File: config.mk
export PLATFORM = sky130hd
export DESIGN_NAME = audio_sample_fifo
export DESIGN_NICKNAME = d
export VERILOG_FILES = /design/src/rtl/audio_sample_fifo.sv
export SDC_FILE = /design/constraint.sdc
export NUM_CORES = 1
export LEC_CHECK = 0
export ABC_AREA = 0
export BUFFER_PORTS_ARGS = -buffer_cell sky130_fd_sc_hd__buf_2
export CAP_MARGIN = 10
export CORE_ASPECT_RATIO = 0.8
export CORE_MARGIN = 2
export CORE_UTILIZATION = 55
export CTS_CLUSTER_SIZE = 12
export DETAILED_ROUTE_END_ITERATION = 12
export PLACE_DENSITY = 0.72
export SLEW_MARGIN = 20
export SYNTH_ARGS = -nofsm -noshare
export SYNTH_HDL_FRONTEND = slang
export SYNTH_SLANG_ARGS = --single-unit
export TNS_END_PERCENT = 100
File: constraint.sdc
create_clock -name inp_clock -period 4.5 [get_ports inp_clock]
set_input_delay 0.45 -clock inp_clock [delete_from_list [all_inputs] [get_ports inp_clock]]
set_output_delay 0.45 -clock inp_clock [all_outputs]
set_load 0.02 [all_outputs]
File: src/rtl/audio_sample_fifo.sv
// audio_sample_fifo
//   Stereo frame buffer placed directly ahead of the I2S driver. Producers push
//   left/right pairs through a valid/ready handshake. The driver pulls one frame
//   per word-clock period with a single-cycle take strobe. A take on an empty
//   buffer plays silence and sets a sticky underrun flag.
//
// Ports
//   inp_clock        audio clock, rising edge
//   inp_reset        asynchronous reset, active low
//   inp_left/right   offered frame, sampled only when a push happens
//   inp_valid        producer offers a frame
//   out_ready        buffer accepts a frame this cycle (registered)
//   inp_take         driver pulls one frame (1-cycle strobe)
//   out_left/right   frame presented to the driver, held until the next take
//   out_level        frames stored, 0..Depth
//   out_almost_full  out_level >= AlmostFull
//   out_underrun     sticky: a take found the buffer empty
//   inp_clear        clears out_underrun; an underrun in the same cycle wins
//   inp_flush        discards all stored frames synchronously
module audio_sample_fifo #(
   parameter int Width      = 16,
   parameter int Depth      = 16,
   parameter int AlmostFull = 12
) (
   input  logic                     inp_clock,
   input  logic                     inp_reset,
   input  logic [Width-1:0]         inp_left,
   input  logic [Width-1:0]         inp_right,
   input  logic                     inp_valid,
   output logic                     out_ready,
   input  logic                     inp_take,
   output logic [Width-1:0]         out_left,
   output logic [Width-1:0]         out_right,
   output logic [$clog2(Depth):0]   out_level,
   output logic                     out_almost_full,
   output logic                     out_underrun,
   input  logic                     inp_clear,
   input  logic                     inp_flush
);

   localparam int AW = $clog2(Depth);
   localparam int LW = AW + 1;
   localparam logic [LW-1:0] DEPTH_L = LW'(Depth);
   localparam logic [LW-1:0] AFULL_L = LW'(AlmostFull);

   logic [2*Width-1:0] mem [Depth];
   logic [2*Width-1:0] rd_frame;

   logic [LW-1:0] wr_ptr;
   logic [LW-1:0] rd_ptr;
   logic [LW-1:0] wr_ptr_next;
   logic [LW-1:0] rd_ptr_next;
   logic [LW-1:0] level_next;

   logic push;
   logic pop;
   logic empty_take;

   // A flush makes the buffer look empty to a same-cycle take, so that take
   // plays silence rather than popping a frame that is being discarded.
   always_comb begin
      push        = inp_valid && out_ready && !inp_flush;
      pop         = inp_take && (out_level != '0) && !inp_flush;
      empty_take  = inp_take && !pop;
      wr_ptr_next = wr_ptr + {{AW{1'b0}}, push};
      rd_ptr_next = rd_ptr + {{AW{1'b0}}, pop};
      if (inp_flush) begin
         wr_ptr_next = '0;
         rd_ptr_next = '0;
      end
      level_next  = wr_ptr_next - rd_ptr_next;
      rd_frame    = mem[rd_ptr[AW-1:0]];
   end

   // Storage carries no reset: contents are meaningless once the pointers clear.
   always_ff @(posedge inp_clock) begin
      if (push) begin
         mem[wr_ptr[AW-1:0]] <= {inp_left, inp_right};
      end
   end

   always_ff @(posedge inp_clock or negedge inp_reset) begin
      if (!inp_reset) begin
         wr_ptr          <= '0;
         rd_ptr          <= '0;
         out_level       <= '0;
         out_ready       <= 1'b0;
         out_almost_full <= 1'b0;
         out_left        <= '0;
         out_right       <= '0;
         out_underrun    <= 1'b0;
      end else begin
         wr_ptr          <= wr_ptr_next;
         rd_ptr          <= rd_ptr_next;
         out_level       <= level_next;
         // Ready drops on the edge that accepts the last free slot, so the
         // producer can never overrun the array.
         out_ready       <= (level_next != DEPTH_L);
         out_almost_full <= (level_next >= AFULL_L);
         if (pop) begin
            out_left  <= rd_frame[2*Width-1:Width];
            out_right <= rd_frame[Width-1:0];
         end else if (empty_take) begin
            out_left  <= '0;
            out_right <= '0;
         end
         if (empty_take) begin
            out_underrun <= 1'b1;
         end else if (inp_clear) begin
            out_underrun <= 1'b0;
         end
      end
   end

endmodule

* Word level (Yosys, flattened, before mapping)
Memory sizes are Yosys's and may differ from the RTL's.
Cells that the tools add are included.
** Cells by class
- Add/sub/neg operators :: 3
- Multiplexer cells :: 9
- $lt $le $gt $ge :: 1
- Reductions and logical operators :: 10
- Equality and inequality tests :: 1
** Operators with widths (count)
- 16-bit two-way mux :: 3
- 5-bit by 1-bit adder with 5-bit output :: 2
- 5-bit two-way mux :: 2
- 5-bit by 4-bit greater-or-equal comparator with 1-bit output, second input constant :: 1
- 1-bit logical AND :: 5
- 5-bit inequality test, second input constant :: 1
- 5-bit nonzero test :: 1
- 5-bit subtractor :: 1
- 1-bit two-way mux :: 4
- 2-bit nonzero test :: 2
- 1-bit zero test :: 2
** Word-level totals
- Memories :: 1
- Input bits :: 38
- Register bits after elaboration :: 50
- Bits in writable memories :: 512
** Memory list
- mem :: words 16, bits a word 32, read ports 1, clocked after memory_dff 0, write ports 1, line 46 : logic [2*Width-1:0] mem [Depth];

* Longest topological paths before layout
Gate-level depths: netlist of run 1.
- Depth in word-level cells :: 7
- Depth in mapped cells :: 12
- Gate-level depth less buffers :: 11

* Worst setup path before layout of run 1
No wires, ideal clock.
- Path kind :: input port to flip-flop
- Start point :: in inp_flush
- End point :: mem mem[0][0] (netlist bit), enable pin
- Stages :: 3
- Path slack :: 0.615 ns
- Arrival :: 3.424 ns
- Path buffers :: 1
- Data required time :: 4.039 ns
- Cells stage by stage :: clkbuf_1 > or4_1 > nor3_1
** Between the ends
- Word-level cells in the longest chain between the ends :: 4
** RTL lines
- from (decl) :: line 38 : input logic inp_flush
- 1-bit zero test :: line 62 : push = inp_valid && out_ready && !inp_flush;
- 1-bit logical AND :: line 62
- 1-bit two-way mux :: line 77 : if (push) begin
- 1-bit two-way mux (not written as such) :: line 78 : mem[wr_ptr[AW-1:0]] <= {inp_left, inp_right};
- to (decl) :: line 46
No other way between the ends.

* Worst setup path in the final report of run 1
- Start point :: reg out_level[1]
- End point :: reg out_almost_full
** Between the ends
- Word-level cells in the longest chain between the ends :: 7
** RTL lines
- from (decl) :: line 34 : output logic [$clog2(Depth):0] out_level,
- from (signal assigned) :: line 95 : out_level <= level_next;
- 5-bit nonzero test :: line 63 : pop = inp_take && (out_level != '0) && !inp_flush;
- 1-bit logical AND (2 in series) :: line 63
- 5-bit by 1-bit adder with 5-bit output :: line 66 : rd_ptr_next = rd_ptr + {{AW{1'b0}}, pop};
- 5-bit two-way mux :: line 67 : if (inp_flush) begin
- via rd_ptr_next[0] :: line 52 : logic [LW-1:0] rd_ptr_next;
- 5-bit subtractor :: line 71 : level_next = wr_ptr_next - rd_ptr_next;
- via level_next[4] :: line 53 : logic [LW-1:0] level_next;
- 5-bit by 4-bit greater-or-equal comparator with 1-bit output :: line 99 : out_almost_full <= (level_next >= AFULL_L);
- to (signal assigned) :: line 99
- to (decl) :: line 35 : output logic out_almost_full,
The timed path passes the listed nets, and every way through them passes these cells.
A chain may end at the register's enable or synchronous reset.

==> flow_summary.ini, run 1 <==
[status]
outcome = finished, final reports clean

[yosys]
synth_top_area_cell = edfxtp_1
synthesis.area_per_instance_um2 = 20.6
ys_warn_count = 0
ys_types = 33
synth.area.top_cells = edfxtp_1, mux4_2, dfrtp_1, nor2b_1, nor3_1
yosysSeqAreaShare_pct = 76.8
synth_area_mm2 = 0.0217
syn_inst = 1053
synth_top_area_share_pct = 71.0
synthesis.nets = 1100
ys_seq_elements = 562

[global_routing]
grt_pass1_vias = 10900
overflow = 0
grtUsageMet2_pct = 36.5
use_met3_pct = 3.53
grt.busiest_layer = met2
grt_pass1_wl_um = 69100
grt_max_degree = 77
grtUsageMet1_pct = 34.2
antenna_found_initial = 1
grtUsageTotal_pct = 23.1

[cells_and_area]
mostFrequentLayoutCell = edfxtp_1
mostFrequentLayoutCells = edfxtp_1, mux4_2, buf_2, nor2b_1, nor3_1
area_delta_synth_final_pct = 12.8
seqCellArea_mm2 = 0.0166
multi_input_area_mm2 = 0.00486
n_antenna_cell = 0
fillers = 2588
fin_nets = 1209
layout-drive-gt1-share_pct = 26.8

[drt]
finalWirelength_um = 45700
wl_per_cell_um = 26.4
drt_first_iter_violations = 1166
drc = 0
antenna_left = 0
dr.pass1.iters = 5
viasPerCell = 6.19
via_count = 10700

[die]
coreArea_mm2 = 0.0385
initial_utilization_pct = 56.2
dieArea_mm2 = 0.0410
die_x_um = 226
io_pins = 78
die_h_um = 181
rows = 64

[critical_path]
r2r_end = out_almost_full$_DFF_PN0_
crit_type = register to register
crit_fanout = 3
start_kind = register
r2r_cells = 11
r2r_slack_ns = 1.55
critPathRequiredTime_ns = 4.95
r2r-start = out_level[1]$_DFF_PN0_
cp_common_cell = ha_1
cpMaxStageDelayCell = nor3_1
slowest_delay_ns = 0.44
worstSetupEndpointType = register
critical_path.cell_chain = nor3_1 > a211oi_4 > ha_1 > nor2b_1 > ha_1 > inv_1 > fa_1 > a21o_1 > a21oi_1 > xor3_1 > o21bai_1
worst_ep_arrival_time_ns = 3.40

[sta]
setup_viol = 0
fmax_ghz = 0.339
fin_ws_ns = 1.55
slew_headroom_pct = 29.5
fin_crit_sh_pct = 65.6
finalCriticalPeriod_ns = 2.95
hold_violations = 0
tns_ns = 0
fin_worst_skew_ns = 0.0181
worstMarginPinSlew_ns = 1.05
finalMaxSlewViolations = 0
hold_ws_ns = 0.102
rsz0062_at_grt = false

[clock_network]
h-tree-depth = 2
numCtsBuffers = 54
cts_tree = done
cts_sinks = 562
insertion_delay_ns = 0.58
clkSlewWorstSetupHoldPaths_ns = 0.06
cts_root_buf = clkbuf_16
cts_resized = 0
hold_buffers = 1
post_cts_buffers = 0
cts_buffer_depth = 3

[worst_hold_path]
min_from = inp_clear
whs_path_depth = 2
whs_endpoint = out_underrun$_DFFE_PN0P_
hp-class = primary input to register

[power]
powerDensity_mw_per_mm2 = 477
peakVddDrop_mv = 0.301
p_leak_nw = 7.91

[placed_design]
place_ws_ns = 1.56
io_buffers = 77
gp_congestion = 0.753
place_hpwl_um = 25000

[flow_run]
maxCapViolCount = 0
critical path, delay by kind of cell (launching register included):
family          cells  cell delay [ns]
compound gates      4             0.65
fa+ha+maj           3             0.86
buf+inv             1             0.06
xor+xnor            1             0.28
simple gates        2             0.61
flops               1             0.37
metal layers:
| layer | vias up | share of wire (%) | wire length (µm) |
|---|---|---|---|
| li1 | 4545 | - | - |
| met2 | 419 | 48 | 22100 |
| met4 | 2 | 2.3 | 1040 |
| met1 | 5651 | 43 | 19500 |
| met5 | - | 0.028 | 13 |
| met3 | 84 | 6.8 | 3100 |
cells by family (layout without fill, tap and decap cells):
group / Yosys count / count (layout) / share of synthesized area (%)
simple gates: 205 / 205 / 5.25
buf+inv: 68 / 215 / 1.37
mux: 131 / 131 / 13.5
flops: 562 / 562 / 76.8
xor+xnor: 7 / 7 / 0.352
compound gates: 71 / 71 / 2.25
fa+ha+maj: 9 / 9 / 0.555
metrics by stage:
| stage | util (%) | cells | total power, mW | instance area, µm² |
|---|---|---|---|---|
| after floorplan | - | 1053 | 7.20 | 21700 |
| after global placement | 59.4 | 1633 | 7.68 | 22900 |
| after detailed placement | 59.4 | 1633 | 7.70 | 22900 |
| after CTS | 63.4 | 1728 | 11.8 | 24400 |
| after global routing | 63.4 | 1728 | 12.1 | 24400 |
| final | 63.4 | 1728 | 11.7 | 24400 |
power by group:
part,internal (mW),switching (mW)
Clock,2.30,1.79
Sequential,5.87,0.129
Combinational,0.741,0.834
Total,8.91,2.75
state kept, by name, indices dropped and copies added, names as in the netlist:
name,flops
mem,512
out_left,16
out_right,16
out_level,5
rd_ptr,5
wr_ptr,5
out_almost_full,1
out_ready,1
out_underrun,1
area by class of cell:
| cell class | count | share of cell area [%] |
|---|---|---|
| flip-flops and latches | 562 | 68.1 |
| clock buffers | 88 | 6.26 |
| well taps | 528 | 2.70 |
| repair buffers | 110 | 2.76 |
| clock inverters | 6 | 0.118 |
| multi-input cells | 423 | 19.9 |
| inverters | 11 | 0.169 |
cells in the mapped netlist (all sizes together):
library cell,count
ha,8
a211oi,2
or4,1
a2111oi,31
clkbuf,38
nand2b,5
xor2,4
edfxtp,512
or2,1
mux4,128
dfrtp,50
or3,32
mux2,2
o22ai,1
o21bai,1
fa,1
mux2i,1
xor3,1
a21oi,33
nor2b,67
nand3b,2
buf,19
nand2,3
nor3,69
nor2,19
a21o,2
inv,11
nand3,6
a31oi,1
xnor2,2
worst max-delay path by stage:
| stage | from | to | slack [ns] | cells past startpoint |
|---|---|---|---|---|
| after floorplan | inp_flush | mem[0][0]$_DFFE_PP_ | 0.62 | 3 |
| after global placement | out_level[1]$_DFF_PN0_ | out_almost_full$_DFF_PN0_ | 1.63 | 11 |
| after detailed placement | out_level[1]$_DFF_PN0_ | out_almost_full$_DFF_PN0_ | 1.56 | 11 |
| after CTS | out_level[1]$_DFF_PN0_ | out_almost_full$_DFF_PN0_ | 1.54 | 11 |
| after global routing | out_level[1]$_DFF_PN0_ | out_almost_full$_DFF_PN0_ | 1.37 | 11 |
| final | out_level[1]$_DFF_PN0_ | out_almost_full$_DFF_PN0_ | 1.55 | 11 |
Note: power is estimated with default switching activity, not from simulation.
==> run 2: changes to the inputs <==
==> constraint.sdc (replaced) <==
create_clock -name inp_clock -period 2.8 [get_ports inp_clock]
set_input_delay 0.28 -clock inp_clock [delete_from_list [all_inputs] [get_ports inp_clock]]
set_output_delay 0.28 -clock inp_clock [all_outputs]
set_load 0.02 [all_outputs]
==> run 2 against run 1 <==
Non-clock buffer count rose by 20. Sequential power rose by 60%. Largest power group unchanged. Power rose by 62%. Critical endpoint unchanged. Clock-buffer cell count up 8. Routed wire length rose by 2.1%.
==> flow_summary.ini, run 2 (synthesis results as in run 1) <==
[global_routing]
grt_max_degree = 73
grt_pass1_vias = 11000
grtUsageTotal_pct = 23.3
antenna_found_initial = 3
grt_pass1_wl_um = 69700
overflow = 0

[worst_hold_path]
whs_endpoint = mem[4][3]$_DFFE_PP_
whs_path_depth = 1
min_from = inp_right[3]
hp-class = primary input to register

[die]
die_h_um = 181
initial_utilization_pct = 56.2
dieArea_mm2 = 0.0410
io_pins = 78
rows = 64
coreArea_mm2 = 0.0385
die_x_um = 226

[clock_network]
cts_tree = done
cts_sinks = 562
cts_buffer_depth = 3
clkSlewWorstSetupHoldPaths_ns = 0.06
h-tree-depth = 2
post_cts_buffers = 0
numCtsBuffers = 54
insertion_delay_ns = 0.58
cts_root_buf = clkbuf_16

[critical_path]
r2r_slack_ns = 0.17
crit_type = register to register
r2r_end = out_almost_full$_DFF_PN0_
path_delay_family = adder cells
worst_ep_arrival_time_ns = 3.08
worstSetupEndpointType = register
crit_fanout = 3
critical_path.cell_chain = nor3_4 > a211oi_4 > ha_1 > ha_1 > nand2b_1 > fa_2 > a21o_1 > a21oi_1 > xor3_1 > o21bai_1
start_kind = register
cp_common_cell = ha_1
r2r-start = out_level[1]$_DFF_PN0_
critPathRequiredTime_ns = 3.25
path_buf_inv = 0
r2r_cells = 10
slowest_delay_ns = 0.42
cpMaxStageDelayCell = dfrtp_2

[drt]
wl_per_cell_um = 26.6
met3_length_um = 4010
viasPerCell = 6.21
via_count = 10900
drc = 0
antenna_left = 0
finalWirelength_um = 46700
routed.top_layer = met5
dr_wl_met2_um = 21900
drt_first_iter_violations = 1282
dr.pass1.iters = 5
m1WireLength_um = 19900

[power]
powerDensity_mw_per_mm2 = 760
power_mw = 18.9
p_leak_nw = 8.03
peakVddDrop_mv = 0.495

[placed_design]
io_buffers = 77
gp_congestion = 0.798
place_inst = 1652
place_hpwl_um = 25000

[cells_and_area]
seqCellArea_mm2 = 0.0166
fin_cells = 1756
fin_nets = 1229
mostFrequentLayoutCell = edfxtp_1
largest_reg_flops = 512
area_delta_synth_final_pct = 14.6
fillers = 2555
layout-drive-gt1-share_pct = 28.7
mostFrequentLayoutCells = edfxtp_1, mux4_2, buf_2, nor2b_1, nor3_1
multi_input_area_mm2 = 0.00492

[sta]
fin_crit_sh_pct = 93.8
slew_headroom_pct = 51.2
setup_viol = 0
finalMaxSlewViolations = 0
fmax_ghz = 0.381
rsz0062_at_grt = false
fin_worst_skew_ns = 0.0111
worstMarginPinSlew_ns = 0.731
finalCriticalPeriod_ns = 2.63
hold_violations = 0

[status]
outcome = finished, final reports clean

[flow_run]
maxCapViolCount = 0
run 2: cell types whose count changed in the layout (fill, tap and decap cells not counted), moves of 4 or more:
| cell | delta |
|---|---|
| buf_12 | +11 |
| buf_4 | +8 |
| clkbuf_1 | +8 |
| clkinv_1 | -4 |
| dfrtp_1 | -5 |
| dfrtp_2 | +5 |
| nor3_2 | -4 |
| nor3_4 | +5 |
run 2: layer usage:
layer	track usage (%)	vias to the layer above
met5	0	-
met4	5.43	4
met3	4.76	73
met2	35.9	477
met1	35.0	5755
li1	-	4589
run 2: final cells by class:
cell class	instances	area share (%)
Multi-Input combinational cell	423	19.8
Tap cell	528	2.66
Clock buffer	96	6.29
Timing Repair Buffer	130	3.88
Sequential cell	562	67.1
Clock inverter	4	0.106
Antenna cell	2	0.0202
Inverter	11	0.166
run 2: power by group:
group,switching [mW],internal [mW],total (mW)
combinational,1.38,1.26,2.64
sequential,0.154,9.43,9.59
clock,2.90,3.74,6.64
total,4.44,14.4,18.9
run 2: worst max path at each step:
stage	start	end	slack [ns]	cells past startpoint
after floorplan	inp_flush	mem[4][0]$_DFFE_PP_	-0.06	3
after global placement	out_level[1]$_DFF_PN0_	out_almost_full$_DFF_PN0_	0.06	11
after detailed placement	out_level[1]$_DFF_PN0_	out_almost_full$_DFF_PN0_	0.009	10
after CTS	out_level[1]$_DFF_PN0_	out_almost_full$_DFF_PN0_	0.07	11
after global routing	out_level[1]$_DFF_PN0_	out_almost_full$_DFF_PN0_	0.05	10
final	out_level[1]$_DFF_PN0_	out_almost_full$_DFF_PN0_	0.17	10
run 2: what timing repair did:
action,in CTS,in global routing
hold buffers,2,0
endpoints found under the setup margin,1,1
endpoints found under the hold margin,24,0
resized for setup,1,5
run 2: per-stage QoR:
stage	utilization, %	cell area [µm²]	hold WS [ns]	worst slack (ns)	TNS, ns
after global placement	60.2	23200	0.377	0.0557	0
after detailed placement	60.2	23200	0.388	0.00920	0
after CTS	64.3	24800	0.0529	0.0730	0
after floorplan	-	21700	-0.0156	-0.0600	-5.35
after global routing	64.4	24800	0.0707	0.0498	0
final	64.4	24800	0.0741	0.175	0
